## config.mk

```make
export PLATFORM = sky130hd
export DESIGN_NAME = arm_link
export DESIGN_NICKNAME = d
export VERILOG_FILES = /design/src/rtl/arm_link_pkg.sv /design/src/rtl/arm_link_sync_fifo.sv /design/src/rtl/arm_link.sv
export SDC_FILE = /design/constraint.sdc
export NUM_CORES = 1
export LEC_CHECK = 0
export ABC_AREA = 1
export CAP_MARGIN = 40
export CORE_ASPECT_RATIO = 1.4
export CORE_MARGIN = 8
export CORE_UTILIZATION = 50
export CTS_CLUSTER_DIAMETER = 80
export CTS_CLUSTER_SIZE = 25
export DETAILED_ROUTE_END_ITERATION = 10
export DONT_BUFFER_PORTS = 1
export GPL_ROUTABILITY_DRIVEN = 0
export HOLD_SLACK_MARGIN = 0.15
export PLACE_DENSITY = 0.63
export SETUP_SLACK_MARGIN = 0.1
export SYNTH_ARGS = -nofsm -noshare
export SYNTH_HDL_FRONTEND = slang
export SYNTH_HIERARCHICAL = 1
export SYNTH_SLANG_ARGS = --single-unit
```

## constraint.sdc

```tcl
create_clock -name clk -period 3.5 [get_ports clk]
set_clock_uncertainty 0.1 [all_clocks]
set_input_delay 0.7 -clock clk [delete_from_list [all_inputs] [get_ports clk]]
set_output_delay 0.7 -clock clk [all_outputs]
set_load 0.01 [all_outputs]
```

## src/rtl/arm_link_pkg.sv

```systemverilog
// arm_link_pkg: shared defaults and types for the ARM serial link.
//   DATA_W_DEF : transmitter word width serialised to the ARM
//   RES_W_DEF  : result word width assembled from the ARM
//   NIB_W_DEF  : ARM parallel return bus width
//   DEPTH_DEF  : inbound word FIFO depth
//   ser_state_e: serializer FSM states
package arm_link_pkg;

  localparam int unsigned DATA_W_DEF = 16;
  localparam int unsigned RES_W_DEF  = 8;
  localparam int unsigned NIB_W_DEF  = 4;
  localparam int unsigned DEPTH_DEF  = 4;

  typedef enum logic {
    IDLE  = 1'b0,
    SHIFT = 1'b1
  } ser_state_e;

endpackage

```

## src/rtl/arm_link_sync_fifo.sv

```systemverilog
// sync_fifo: single-clock first-word-fall-through FIFO.
//   clk, rst (sync, active-low)
//   push/wr_data : write request, ignored while full
//   pop/rd_data  : read request, ignored while empty; rd_data shows the head word
//   full/empty   : derived from the registered level only
//   level        : words currently held
module sync_fifo #(
  parameter int unsigned WIDTH = 16,
  parameter int unsigned DEPTH = 4
) (
  input  logic                     clk,
  input  logic                     rst,
  input  logic                     push,
  input  logic [WIDTH-1:0]         wr_data,
  input  logic                     pop,
  output logic [WIDTH-1:0]         rd_data,
  output logic                     full,
  output logic                     empty,
  output logic [$clog2(DEPTH):0]   level
);

  localparam int unsigned PTR_W = $clog2(DEPTH);
  localparam int unsigned LVL_W = PTR_W + 1;

  if (DEPTH < 2 || (DEPTH & (DEPTH - 1)) != 0) begin : g_bad_depth
    $error("sync_fifo: DEPTH must be a power of two and >= 2");
  end

  logic [WIDTH-1:0] mem_q [DEPTH];
  logic [WIDTH-1:0] mem_d [DEPTH];
  logic [PTR_W-1:0] wr_ptr_q, wr_ptr_d;
  logic [PTR_W-1:0] rd_ptr_q, rd_ptr_d;
  logic [LVL_W-1:0] level_q, level_d;
  logic             do_push, do_pop;

  assign full    = (level_q == LVL_W'(DEPTH));
  assign empty   = (level_q == '0);
  assign do_push = push && !full;
  assign do_pop  = pop && !empty;
  assign rd_data = mem_q[rd_ptr_q];
  assign level   = level_q;

  always_comb begin
    mem_d    = mem_q;
    wr_ptr_d = wr_ptr_q;
    rd_ptr_d = rd_ptr_q;
    level_d  = level_q;
    if (do_push) begin
      mem_d[wr_ptr_q] = wr_data;
      wr_ptr_d        = wr_ptr_q + PTR_W'(1);
    end
    if (do_pop) begin
      rd_ptr_d = rd_ptr_q + PTR_W'(1);
    end
    case ({do_push, do_pop})
      2'b10:   level_d = level_q + LVL_W'(1);
      2'b01:   level_d = level_q - LVL_W'(1);
      default: level_d = level_q;
    endcase
  end

  always_ff @(posedge clk) begin
    if (!rst) begin
      wr_ptr_q <= '0;
      rd_ptr_q <= '0;
      level_q  <= '0;
    end else begin
      wr_ptr_q <= wr_ptr_d;
      rd_ptr_q <= rd_ptr_d;
      level_q  <= level_d;
    end
  end

  // Storage needs no reset: pointers and level define what is valid.
  always_ff @(posedge clk) begin
    mem_q <= mem_d;
  end

endmodule

```

## src/rtl/arm_link.sv

```systemverilog
// arm_link: word FIFO + LSB-first serializer toward the ARM, and a slice
// deserializer assembling results returned on a parallel bus.
//   clk, rst (sync, active-low)
//   sclk, arm_sync      : asynchronous ARM serial clock and framing pulse
//   in_valid/in_data    : transmitter words, accepted when in_ready
//   to_arm, arm_frame   : serial bit and frame indicator toward the ARM
//   from_arm            : ARM result slice, captured on each sclk rise
//   out_valid/out_data  : one-cycle pulse with an assembled result
//   fifo_level          : words queued; overflow: sticky refused-push flag
module arm_link
  import arm_link_pkg::*;
#(
  parameter int unsigned DATA_W = DATA_W_DEF,
  parameter int unsigned RES_W  = RES_W_DEF,
  parameter int unsigned NIB_W  = NIB_W_DEF,
  parameter int unsigned DEPTH  = DEPTH_DEF
) (
  input  logic                   clk,
  input  logic                   rst,
  input  logic                   sclk,
  input  logic                   arm_sync,
  input  logic                   in_valid,
  input  logic [DATA_W-1:0]      in_data,
  output logic                   in_ready,
  input  logic [NIB_W-1:0]       from_arm,
  output logic                   to_arm,
  output logic                   arm_frame,
  output logic                   out_valid,
  output logic [RES_W-1:0]       out_data,
  output logic [$clog2(DEPTH):0] fifo_level,
  output logic                   overflow
);

  localparam int unsigned SLICES = RES_W / NIB_W;
  localparam int unsigned K_W    = (SLICES > 1) ? $clog2(SLICES) : 1;
  localparam int unsigned CNT_W  = $clog2(DATA_W + 1);

  if (RES_W % NIB_W != 0) begin : g_bad_res
    $error("arm_link: RES_W must be a multiple of NIB_W");
  end

  // Synchronisers and edge detect
  logic sclk_meta_q, sclk_meta_d, sclk_sync_q, sclk_sync_d, sclk_del_q, sclk_del_d;
  logic sync_meta_q, sync_meta_d, sync_sync_q, sync_sync_d, sync_del_q, sync_del_d;
  logic sclk_rise, sync_rise;

  // FIFO
  logic              fifo_full, fifo_empty, fifo_pop;
  logic [DATA_W-1:0] fifo_rd;

  // Serializer
  ser_state_e        state_q, state_d;
  logic [DATA_W-1:0] shreg_q, shreg_d;
  logic [CNT_W-1:0]  bit_cnt_q, bit_cnt_d;
  logic              to_arm_q, to_arm_d;
  logic              frame_q, frame_d;

  // Deserializer
  logic [K_W-1:0]    k_q, k_d, k_idx;
  logic [RES_W-1:0]  part_q, part_d;
  logic [RES_W-1:0]  out_data_q, out_data_d;
  logic              out_valid_q, out_valid_d;

  logic              overflow_q, overflow_d;

  assign sclk_rise = sclk_sync_q & ~sclk_del_q;
  assign sync_rise = sync_sync_q & ~sync_del_q;
  assign in_ready  = !fifo_full;

  sync_fifo #(
    .WIDTH (DATA_W),
    .DEPTH (DEPTH)
  ) u_fifo (
    .clk     (clk),
    .rst     (rst),
    .push    (in_valid),
    .wr_data (in_data),
    .pop     (fifo_pop),
    .rd_data (fifo_rd),
    .full    (fifo_full),
    .empty   (fifo_empty),
    .level   (fifo_level)
  );

  always_comb begin
    sclk_meta_d = sclk;
    sclk_sync_d = sclk_meta_q;
    sclk_del_d  = sclk_sync_q;
    sync_meta_d = arm_sync;
    sync_sync_d = sync_meta_q;
    sync_del_d  = sync_sync_q;
    overflow_d  = overflow_q | (in_valid & ~in_ready);
  end

  // Serializer: the word after the last bit is loaded on the same sclk rise
  // that would otherwise end the frame, so queued words leave with no gap.
  always_comb begin
    state_d   = state_q;
    shreg_d   = shreg_q;
    bit_cnt_d = bit_cnt_q;
    to_arm_d  = to_arm_q;
    frame_d   = frame_q;
    fifo_pop  = 1'b0;
    case (state_q)
      IDLE: begin
        to_arm_d = 1'b0;
        frame_d  = 1'b0;
        if (sclk_rise && !fifo_empty) begin
          fifo_pop  = 1'b1;
          to_arm_d  = fifo_rd[0];
          shreg_d   = fifo_rd >> 1;
          bit_cnt_d = CNT_W'(1);
          frame_d   = 1'b1;
          state_d   = SHIFT;
        end
      end
      SHIFT: begin
        if (sclk_rise) begin
          if (bit_cnt_q == CNT_W'(DATA_W)) begin
            if (!fifo_empty) begin
              fifo_pop  = 1'b1;
              to_arm_d  = fifo_rd[0];
              shreg_d   = fifo_rd >> 1;
              bit_cnt_d = CNT_W'(1);
            end else begin
              to_arm_d = 1'b0;
              frame_d  = 1'b0;
              state_d  = IDLE;
            end
          end else begin
            to_arm_d  = shreg_q[0];
            shreg_d   = shreg_q >> 1;
            bit_cnt_d = bit_cnt_q + CNT_W'(1);
          end
        end
      end
      default: state_d = IDLE;
    endcase
  end

  // Deserializer: a framing edge restarts at slice 0 and drops the partial
  // result; a coincident sclk rise stores its slice as slice 0.
  always_comb begin
    k_d         = k_q;
    part_d      = part_q;
    out_data_d  = out_data_q;
    out_valid_d = 1'b0;
    k_idx       = k_q;
    if (sync_rise) begin
      k_idx  = '0;
      k_d    = '0;
      part_d = '0;
    end
    if (sclk_rise) begin
      part_d[32'(k_idx) * NIB_W +: NIB_W] = from_arm;
      if (k_idx == K_W'(SLICES - 1)) begin
        out_data_d  = part_d;
        out_valid_d = 1'b1;
        k_d         = '0;
      end else begin
        k_d = k_idx + K_W'(1);
      end
    end
  end

  always_ff @(posedge clk) begin
    if (!rst) begin
      sclk_meta_q <= 1'b0;
      sclk_sync_q <= 1'b0;
      sclk_del_q  <= 1'b0;
      sync_meta_q <= 1'b0;
      sync_sync_q <= 1'b0;
      sync_del_q  <= 1'b0;
      state_q     <= IDLE;
      shreg_q     <= '0;
      bit_cnt_q   <= '0;
      to_arm_q    <= 1'b0;
      frame_q     <= 1'b0;
      k_q         <= '0;
      part_q      <= '0;
      out_data_q  <= '0;
      out_valid_q <= 1'b0;
      overflow_q  <= 1'b0;
    end else begin
      sclk_meta_q <= sclk_meta_d;
      sclk_sync_q <= sclk_sync_d;
      sclk_del_q  <= sclk_del_d;
      sync_meta_q <= sync_meta_d;
      sync_sync_q <= sync_sync_d;
      sync_del_q  <= sync_del_d;
      state_q     <= state_d;
      shreg_q     <= shreg_d;
      bit_cnt_q   <= bit_cnt_d;
      to_arm_q    <= to_arm_d;
      frame_q     <= frame_d;
      k_q         <= k_d;
      part_q      <= part_d;
      out_data_q  <= out_data_d;
      out_valid_q <= out_valid_d;
      overflow_q  <= overflow_d;
    end
  end

  assign to_arm    = to_arm_q;
  assign arm_frame = frame_q;
  assign out_valid = out_valid_q;
  assign out_data  = out_data_q;
  assign overflow  = overflow_q;

endmodule

```

; Word level (Yosys, flattened, before mapping)
; Index checks and enable logic that the tools add are counted.
[word_totals]
reg_bits = 120
inputBits = 25
out_inout_bits = 16
wordCells = 106
[classes]
n_addsub = 7
magnitude_cmp = 3
eq_ne = 9
n_shift = 2
mux = 41
n_bitwise = 9
n_reduce_logical = 12
[op_table]
columns = cell, n
row1 = $mux 16, 7
row2 = $bwmux 64, 1
row3 = $neg 3->34, 1
row4 = $shift 4x34->8 const A, 1
row5 = $shiftx 4x34->8, 1
row6 = $bmux 16 s2, 1
row7 = $demux 16 s2, 1
row8 = $pmux 16 s2, 1
row9 = $mux 5, 4
row10 = $mux 1, 17
row11 = $mux 8, 2
row12 = $pmux 5 s2, 1
row13 = $bwmux 8, 1
row14 = $pmux 1 s2, 4
row15 = $ge 3x3->1 const B, 2
row16 = $ne 2x2->1 const B, 3
row17 = $not 2->3, 2
row18 = $pmux 3 s2, 1
row19 = $reduce_and 3->1, 2
row20 = $add 5x1->5 const B, 1
row21 = $eq 5x5->1 const B, 1
row22 = $add 2x1->2 const B, 2
row23 = $logic_and 1x1->1, 4
row24 = $reduce_and 2->1, 2
row25 = other kinds (15), 20

; Logic depth before layout (Yosys ltp)
; Gate-level depths: netlist (run 1).
[depth]
depth_word = 8
depth_mapped = 18
mapped_depth_nobuf = 17

; Modules after synthesis
; Netlist (run 1), hierarchy kept.
[modules_own_cells]
columns = module, instances, cells_per_inst, area_per_inst_um2, seq_area_each_um2
row1 = sync_fifo, 1, 221, 2864.0, 2062.0
row2 = arm_link, 1, 348, 2353.5, 960.9

; Worst setup path after synthesis (run 1)
; OpenSTA, ideal clock, no wires.
[synth_path]
path_kind = register to register
startpoint = register u_fifo.level_q[2] (netlist: u_fifo/level[2])
endpoint = register u_fifo.level_q[2] (netlist: u_fifo/level[2])
setup_ns = 0.113
arrival_time_ns = 2.184
t_required_ns = 3.287
slack_ns = 1.104
stages_incl_launch_ff = 19
path_buffers = 1
synth_period_minus_slack_ns = 2.396
cell_sequence = dfxtp_1 -> inv_1 -> nand2_1 -> inv_1 -> inv_1 -> nand2_1 -> buf_2 -> a21oi_1 -> nand2_1 -> inv_1 -> ha_1 -> inv_1 -> fa_1 -> inv_1 -> nand2_1 -> nand3_1 -> nand2_1 -> nand2_1 -> nor2_1
[synth_via]
elab_chain_len = 8
elab_cells_between_ends = 18
classes_between = add/sub (2) / eq/ne (3) / mux (6) / reduce/logical (7)
[synth_rtl]
columns = item, line
row1 = from (decl), arm_link_sync_fifo.sv:33  ; logic [LVL_W-1:0] level_q, level_d;
row2 = from (signal assigned), arm_link_sync_fifo.sv:70  ; level_q <= level_d;
row3 = $logic_not 3->1 (*), arm_link_sync_fifo.sv:37  ; assign empty = (level_q == '0);
row4 = net fifo_empty, arm_link.sv:48  ; logic fifo_full, fifo_empty, fifo_pop;
row5 = $mux 1 / $logic_not 1->1 (equally long branches), "arm_link.sv:120, arm_link.sv:108"
row6 = $mux 1 / $logic_and 1x1->1 (equally long branches), "arm_link.sv:119, arm_link.sv:108"
row7 = "$mux 1, on equally long branches", "arm_link.sv:118, arm_link.sv:108"
row8 = $pmux 1 s2 (*), arm_link.sv:104  ; case (state_q)
row9 = net fifo_pop, arm_link.sv:48
row10 = $logic_and 1x1->1 (*), arm_link_sync_fifo.sv:39  ; assign do_pop = pop && !empty;
row11 = net u_fifo.do_pop, arm_link_sync_fifo.sv:34  ; logic do_push, do_pop;
row12 = $eq 2x1->1 / $eq 2x2->1 (equally long branches), arm_link_sync_fifo.sv:55  ; case ({do_push, do_pop})
row13 = $pmux 3 s2 / $reduce_bool 2->1 (equally long branches), -
; Mark *: on every way through the listed nets, which the timed path passes. The rest lies on a longest branch.
; A chain may end at the register's enable or synchronous reset.

; Worst setup path in the final report (run 1)
[layout_path]
startpoint = register bit_cnt_q[0]
endpoint = register u_fifo.level_q[2] (netlist: u_fifo/level[2])
[layout_via]
elab_chain_len = 7
elab_cells_between_ends = 9
classes_between = eq/ne (3) / mux (4) / reduce/logical (2)
[layout_rtl]
columns = item, line
row1 = from (decl), arm_link.sv:54  ; logic [CNT_W-1:0] bit_cnt_q, bit_cnt_d;
row2 = from (signal assigned), arm_link.sv:193  ; bit_cnt_q <= bit_cnt_d;
row3 = $eq 5x5->1 (*), arm_link.sv:119  ; if (bit_cnt_q == CNT_W'(DATA_W)) begin
row4 = $mux 1 (*), arm_link.sv:119
row5 = $mux 1 (*), arm_link.sv:118  ; if (sclk_rise) begin
row6 = $pmux 1 s2 (*), arm_link.sv:104
row7 = net fifo_pop, arm_link.sv:48
row8 = $logic_and 1x1->1 (*), arm_link_sync_fifo.sv:39
row9 = net u_fifo.do_pop, arm_link_sync_fifo.sv:34
row10 = $eq 2x1->1 / $eq 2x2->1 (equally long branches), arm_link_sync_fifo.sv:55
row11 = $pmux 3 s2 / $reduce_bool 2->1 (equally long branches), -
; Marked as above.

==> results of run 1 <==
-- per-stage QoR --
stage | setup slack (ps) | utilization
after global placement | 1070 | 0.509
after CTS | 981 | 0.565
after floorplan | 1100 | -
after global routing | 617 | 0.565
final | 989 | 0.565
after detailed placement | 990 | 0.509
-- worst max path at each step --
stage                     from         endpoint  slack [ps]  cells after the start
2_1_floorplan  u_fifo/level[2]  u_fifo/level[2]        1100                     18
3_3_place_gp      bit_cnt_q[0]  u_fifo/level[2]        1070                     17
5_1_grt           bit_cnt_q[0]  u_fifo/level[2]         620                     17
6_report          bit_cnt_q[0]  u_fifo/level[2]         990                     15
4_1_cts           bit_cnt_q[0]  u_fifo/level[2]         980                     17
3_5_place_dp      bit_cnt_q[0]  u_fifo/level[2]         990                     17
-- power by group --
part           switching [mW]  total [mW]  internal [mW]  leakage [nW]
logic                   0.145       0.214         0.0693          1.19
clock network           0.625        1.67           1.05         0.266
registers              0.0276        1.56           1.54          1.04
total                   0.797        3.45           2.65          2.49
-- metal layers --
layer | part of all wire | vias to the layer above
met1 | 0.40 | 1702
li1 | - | 1877
met3 | 0.064 | 15
met2 | 0.52 | 86
met4 | 0.020 | 0
met5 | 0 | -
-- registers in the layout, summed over array words and instances, names as in the netlist, 2 cells and up --
register,cells
bit_cnt_q,5
u_fifo/mem_q,64
u_fifo/level,3
shreg_q,15
part_q,8
u_fifo/rd_ptr_q,2
u_fifo/wr_ptr_q,2
out_data,8
-- critical path: cells and delay by family (launching register included) --
kind | cells | cell delay [ps]
fa+ha+maj | 3 | 680
buf+inv | 4 | 360
compound gates | 1 | 290
simple gates | 7 | 630
flops | 1 | 340
-- cell families (layout without fill, tap and decap cells) --
group / Yosys count / after routing / synth area share
AOI/OAI and AO/OA: 95 / 95 / 0.0959
adders and majority gates: 9 / 9 / 0.0230
buffers and inverters: 90 / 102 / 0.0880
DFF: 119 / 119 / 0.579
and+or+nand+nor: 256 / 256 / 0.214
-- layout make-up --
cell class	count	area [um2]
fillers	928	4480
flip-flops and latches	119	3020
multi-input cells	360	1740
clock buffers	18	429
inverters	61	236
well taps	138	173
clock inverters	14	154
repair buffers	9	67.6
-- placed cells by master (no fill, tap or decap), types with 2 or more instances in the layout --
cell / Yosys / layout
bufinv_16: 0 / 2
edfxtp_1: 64 / 64
buf_4: 4 / 9
o21ai_0: 41 / 41
inv_6: 1 / 2
clkinv_4: 0 / 5
nand3_1: 33 / 33
clkbuf_16: 0 / 17
nand3b_1: 14 / 14
a21oi_1: 21 / 21
ha_1: 8 / 8
nand4_1: 3 / 3
nand2_4: 3 / 3
o21ai_1: 15 / 15
nand2_2: 2 / 2
nor2_1: 95 / 95
nand2_1: 102 / 102
inv_1: 58 / 58
clkinvlp_4: 0 / 5
o22ai_1: 16 / 16
dfxtp_1: 55 / 55
==> impl_metrics.py, run 1 <==
metrics = {
    "clock_tree": {
        "h-tree-depth": 4,
        "clock_sinks": 119,
        "clk_pin_slew_worst_paths_ps": 60,
        "root_buffer": "clkbuf_16",
        "cts_tree": "done",
        "clk_latency_ps": 420,
        "post_cts_buffers": 0,
        "clockBufferDepth": 2,
        "numCtsBuffers": 17,
        "ctsResizeCount": 0,
        "ctsHoldBuffers": 0,
    },
    "critical_path": {
        "r2r_cells": 15,
        "r2r-end": "u_fifo/level[2]",
        "cp_max_fo": 18,
        "critical_path_arrival_ps": 2710,
        "cp-start-kind": "flip-flop",
        "critPathMaxStageDelay_ps": 370,
        "required_ps": 3700,
        "crit_path_top_delay_cell": "fa_1",
        "cp_cell_sequence": "inv_1, ha_1, nand2_1, inv_1, nand2_4, a21oi_1, nand2_1, inv_1, ha_1, inv_1, fa_1, nand2_1, nand3_1, nor2_1, nor2_1",
        "reg2reg_slack_ps": 990,
        "crit_top_cell": "inv_1",
        "path_class": "reg2reg",
        "cp-end-kind": "flip-flop",
        "reg2reg_from": "bit_cnt_q[0]",
    },
    "drt": {
        "wl_um": 10400,
        "avgRoutedWirePerCell_um": 14.4,
        "drt-pass1-iter-count": 5,
        "drc_errors": 0,
        "initialDrtViolationCount": 210,
        "ant_nets": 0,
        "num_vias": 3680,
        "drt-vias-per-instance": 5.12,
    },
    "power": {
        "worst_ir_drop_vdd_mv": 0.483,
        "p_leak_nw": 2.49,
        "power_density_mw_per_mm2": 593,
        "finalPower_mw": 3.45,
    },
    "synth": {
        "syn_area_mm2": 0.00522,
        "avgSynthCellArea_um2": 9.17,
        "syn_nets": 603,
        "ys_ff_latch": 119,
        "netlist_instances": 569,
        "yosysSeqAreaShare": 0.579,
        "synth_cell_types": 29,
        "synth_top_cells_by_count": "nand2_1 (102), nor2_1 (95), edfxtp_1 (64)",
        "synth_most_common_cell": "nand2_1",
        "synth_top_area_cell": "edfxtp_1",
        "synthFlopType": "edfxtp_1",
        "ys_async_sr_fraction": 0,
        "synth_edf_count": 64,
        "yosys_warnings": 6,
        "synth_top_area_share": 0.368,
        "synth_area_leaders": "edfxtp_1 (37%), dfxtp_1 (21%), nand2_1 (7.3%)",
    },
    "place": {
        "dp.cells": 687,
        "io_buffers": 0,
        "dpl-instance-area_mm2": 0.00524,
        "dp_hpwl_um": 6590,
    },
    "sta": {
        "hold_violations": 0,
        "tns_ps": 0,
        "maxSlewHeadroom": 0.473,
        "worst_pin_slew_ps": 789,
        "setup_violations": 0,
        "whs_ps": 273,
        "rsz0062_at_grt": "false",
        "drv_slew": 0,
        "fmax_mhz": 398,
        "min_period_over_period": 0.717,
        "min_period_ps": 2510,
    },
    "global_route": {
        "grt_max_degree": 34,
        "grt_pass1_vias": 3597,
        "gr-max-usage-layer": "met2",
        "grt-ovfl-total": 0,
        "met3_usage": 0.0489,
        "gr-usage-met1": 0.171,
        "antenna_found_initial": 0,
        "grt_pass1_wl_um": 17300,
        "met2_usage": 0.276,
        "grt_use_total": 0.161,
    },
    "die": {
        "io_pins": 41,
        "core_mm2": 0.0103,
        "start_util": 0.507,
        "die_w_um": 102,
        "num_rows": 44,
        "die_area_mm2": 0.0140,
        "die_h_um": 137,
    },
    "layout": {
        "fin_cells": 719,
        "drive_gt1_frac": 0.0878,
        "final_area_mm2": 0.00582,
        "fin_nets": 602,
        "area.growth.synth_to_final_pct": 11.5,
        "insertedDiodeCount": 0,
    },
    "worst_hold_path": {
        "holdPathStages": 0,
        "hold_end": "u_fifo/mem_q[59]",
        "min_path_type": "in2reg",
        "min_from": "in_data[11]",
    },
    "run": {
        "drv_cap": 0,
    },
    "outcome": {
        "status": "finished clean",
    },
}
No activity file was read; power rests on OpenSTA's default activity.
==> run 2: changes to the inputs <==
--- a/config.mk
+++ b/config.mk
@@ -16,7 +16,7 @@
 export DONT_BUFFER_PORTS = 1
 export GPL_ROUTABILITY_DRIVEN = 0
 export HOLD_SLACK_MARGIN = 0.15
-export PLACE_DENSITY = 0.63
+export PLACE_DENSITY = 0.66
 export SETUP_SLACK_MARGIN = 0.1
 export SYNTH_ARGS = -nofsm -noshare
 export SYNTH_HDL_FRONTEND = slang
==> constraint.sdc (replaced) <==
create_clock -name clk -period 2.05 [get_ports clk]
set_clock_uncertainty 0.1 [all_clocks]
set_input_delay 0.41 -clock clk [delete_from_list [all_inputs] [get_ports clk]]
set_output_delay 0.41 -clock clk [all_outputs]
set_load 0.01 [all_outputs]
==> impl_metrics.py, run 2 (synthesis gave the netlist of run 1 again) <==
metrics = {
    "drt": {
        "avgRoutedWirePerCell_um": 14.0,
        "initialDrtViolationCount": 216,
        "drt-vias-per-instance": 5.07,
        "drt-pass1-iter-count": 4,
        "wl_um": 10900,
        "drc_errors": 0,
        "ant_nets": 0,
        "num_vias": 3947,
    },
    "run": {
        "drv_cap": 0,
    },
    "die": {
        "io_pins": 41,
        "core_mm2": 0.0103,
        "num_rows": 44,
        "die_h_um": 137,
        "start_util": 0.507,
        "die_w_um": 102,
        "die_area_mm2": 0.0140,
    },
    "layout": {
        "drive_gt1_frac": 0.158,
        "final_util": 0.621,
        "reg_top3": "u_fifo/mem_q x64, shreg_q x15",
        "multi_input_area_mm2": 0.00180,
        "fin_cells": 778,
        "top_register": "u_fifo/mem_q",
        "area.growth.synth_to_final_pct": 22.5,
        "fin_nets": 661,
        "seqCellArea_mm2": 0.00303,
        "largest_reg_flops": 64,
        "final_cell_mix": "nand2_1 (97), nor2_1 (95), edfxtp_1 (64)",
        "insertedDiodeCount": 0,
        "mostFrequentLayoutCell": "nand2_1",
        "fill_cells": 853,
        "final_area_mm2": 0.00639,
    },
    "place": {
        "dp.cells": 704,
        "dp_hpwl_um": 6820,
        "dpl-instance-area_mm2": 0.00539,
        "io_buffers": 0,
    },
    "sta": {
        "rsz0062_at_grt": "true",
        "hold_violations": 0,
        "maxSlewHeadroom": 0.597,
        "min_period_over_period": 1.02,
        "tns_ps": -41.0,
        "fmax_mhz": 478,
        "setup_violations": 1,
        "timing.final.ws_setup_ps": -41.0,
        "worst_pin_slew_ps": 604,
        "min_period_ps": 2090,
        "drv_slew": 0,
    },
    "critical_path": {
        "crit_top_cell": "inv_2",
        "crit_buf_inv": 5,
        "critPathMaxStageDelay_ps": 370,
        "required_ps": 2250,
        "cp_cell_sequence": "inv_2, ha_4, nand2_2, inv_2, nand2_4, a21oi_4, nand2_2, inv_2, ha_4, inv_4, fa_2, inv_2, nand2_2, nand3_2, nand2_1, nand2_1, nor2_1",
        "path_delay_family": "adder cells",
        "cp-start-kind": "flip-flop",
        "critical_path_arrival_ps": 2290,
        "crit_path_top_delay_cell": "fa_2",
        "cp_max_fo": 2,
        "path_class": "reg2reg",
        "cp-end-kind": "flip-flop",
    },
    "outcome": {
        "status": "complete, but fails checks",
        "failed_checks": "negative setup slack",
    },
    "power": {
        "p_leak_nw": 2.74,
        "finalPower_mw": 5.89,
        "power_density_mw_per_mm2": 922,
        "worst_ir_drop_vdd_mv": 0.778,
    },
    "global_route": {
        "grt-ovfl-total": 0,
        "antenna_found_initial": 0,
        "grt_pass1_vias": 3940,
        "grt_max_degree": 34,
        "grt_use_total": 0.164,
        "grt_pass1_wl_um": 17900,
    },
    "clock_tree": {
        "ctsHoldBuffers": 33,
        "clockBufferDepth": 2,
        "cts_tree": "done",
        "numCtsBuffers": 17,
        "clk_pin_slew_worst_paths_ps": 60,
        "clk_latency_ps": 410,
        "clock_sinks": 119,
        "h-tree-depth": 4,
        "root_buffer": "clkbuf_16",
    },
    "worst_hold_path": {
        "min_path_type": "in2reg",
    },
}
[run 2: changes by cell type in the layout (fill, tap and decap cells not counted), sizes merged]
cell         previous run  this run
buf                     9        35
bufinv                  2         1
clkbuf                 18        17
clkinv                  6        10
clkinvlp                5         3
dlygate4sd3             0        33
[run 2: path summary, 6_finish.rpt]
path         cells past startpoint  slack (ps)         endpoint         start
max                             17         -40  u_fifo/level[2]  bit_cnt_q[1]
min                              2          20     bit_cnt_q[1]           rst
max reg2reg                     17         -40  u_fifo/level[2]  bit_cnt_q[1]
min reg2reg                      2         390      shreg_q[14]   shreg_q[14]
[run 2: layout make-up]
class,instances,share of cell area
Clock buffer,17,0.0665
Inverter,61,0.0374
Multi-Input combinational cell,360,0.281
Tap cell,138,0.0270
Clock inverter,15,0.0207
Timing Repair Buffer,68,0.0934
Sequential cell,119,0.474
[run 2: power breakdown]
part	total, mW	leakage (nW)	internal (mW)	switching [mW]
clock network	2.74	0.267	1.66	1.07
registers	2.67	1.04	2.62	0.0435
logic	0.490	1.44	0.200	0.290
total	5.89	2.74	4.49	1.41
[run 2: what timing repair did]
| action | 4_1_cts | 5_1_grt |
|---|---|---|
| setup endpoints to repair | 2 | 4 |
| pin swaps | 3 | 11 |
| gates resized for setup | 7 | 9 |
| setup buffers | 4 | 5 |
| hold endpoints to repair | 98 | 19 |
[run 2: per-layer routing]
| layer | global-route usage | wire (um) | vias up | share of wire |
|---|---|---|---|---|
| li1 | - | - | 1994 | - |
| met1 | 0.174 | 4300 | 1837 | 0.39 |
| met2 | 0.284 | 5750 | 95 | 0.53 |
| met3 | 0.0560 | 617 | 21 | 0.057 |
| met4 | 0.0803 | 251 | 0 | 0.023 |
| met5 | 0 | 0 | - | 0 |
[run 2: metrics by stage]
stage / hold WS, ps / setup slack, ps
after floorplan: 290 / -131
after global placement: 306 / 1.63
after detailed placement: 308 / -48.2
after CTS: 4.03 / 52.6
after global routing: 4.27 / -152
final: 23.2 / -41.0
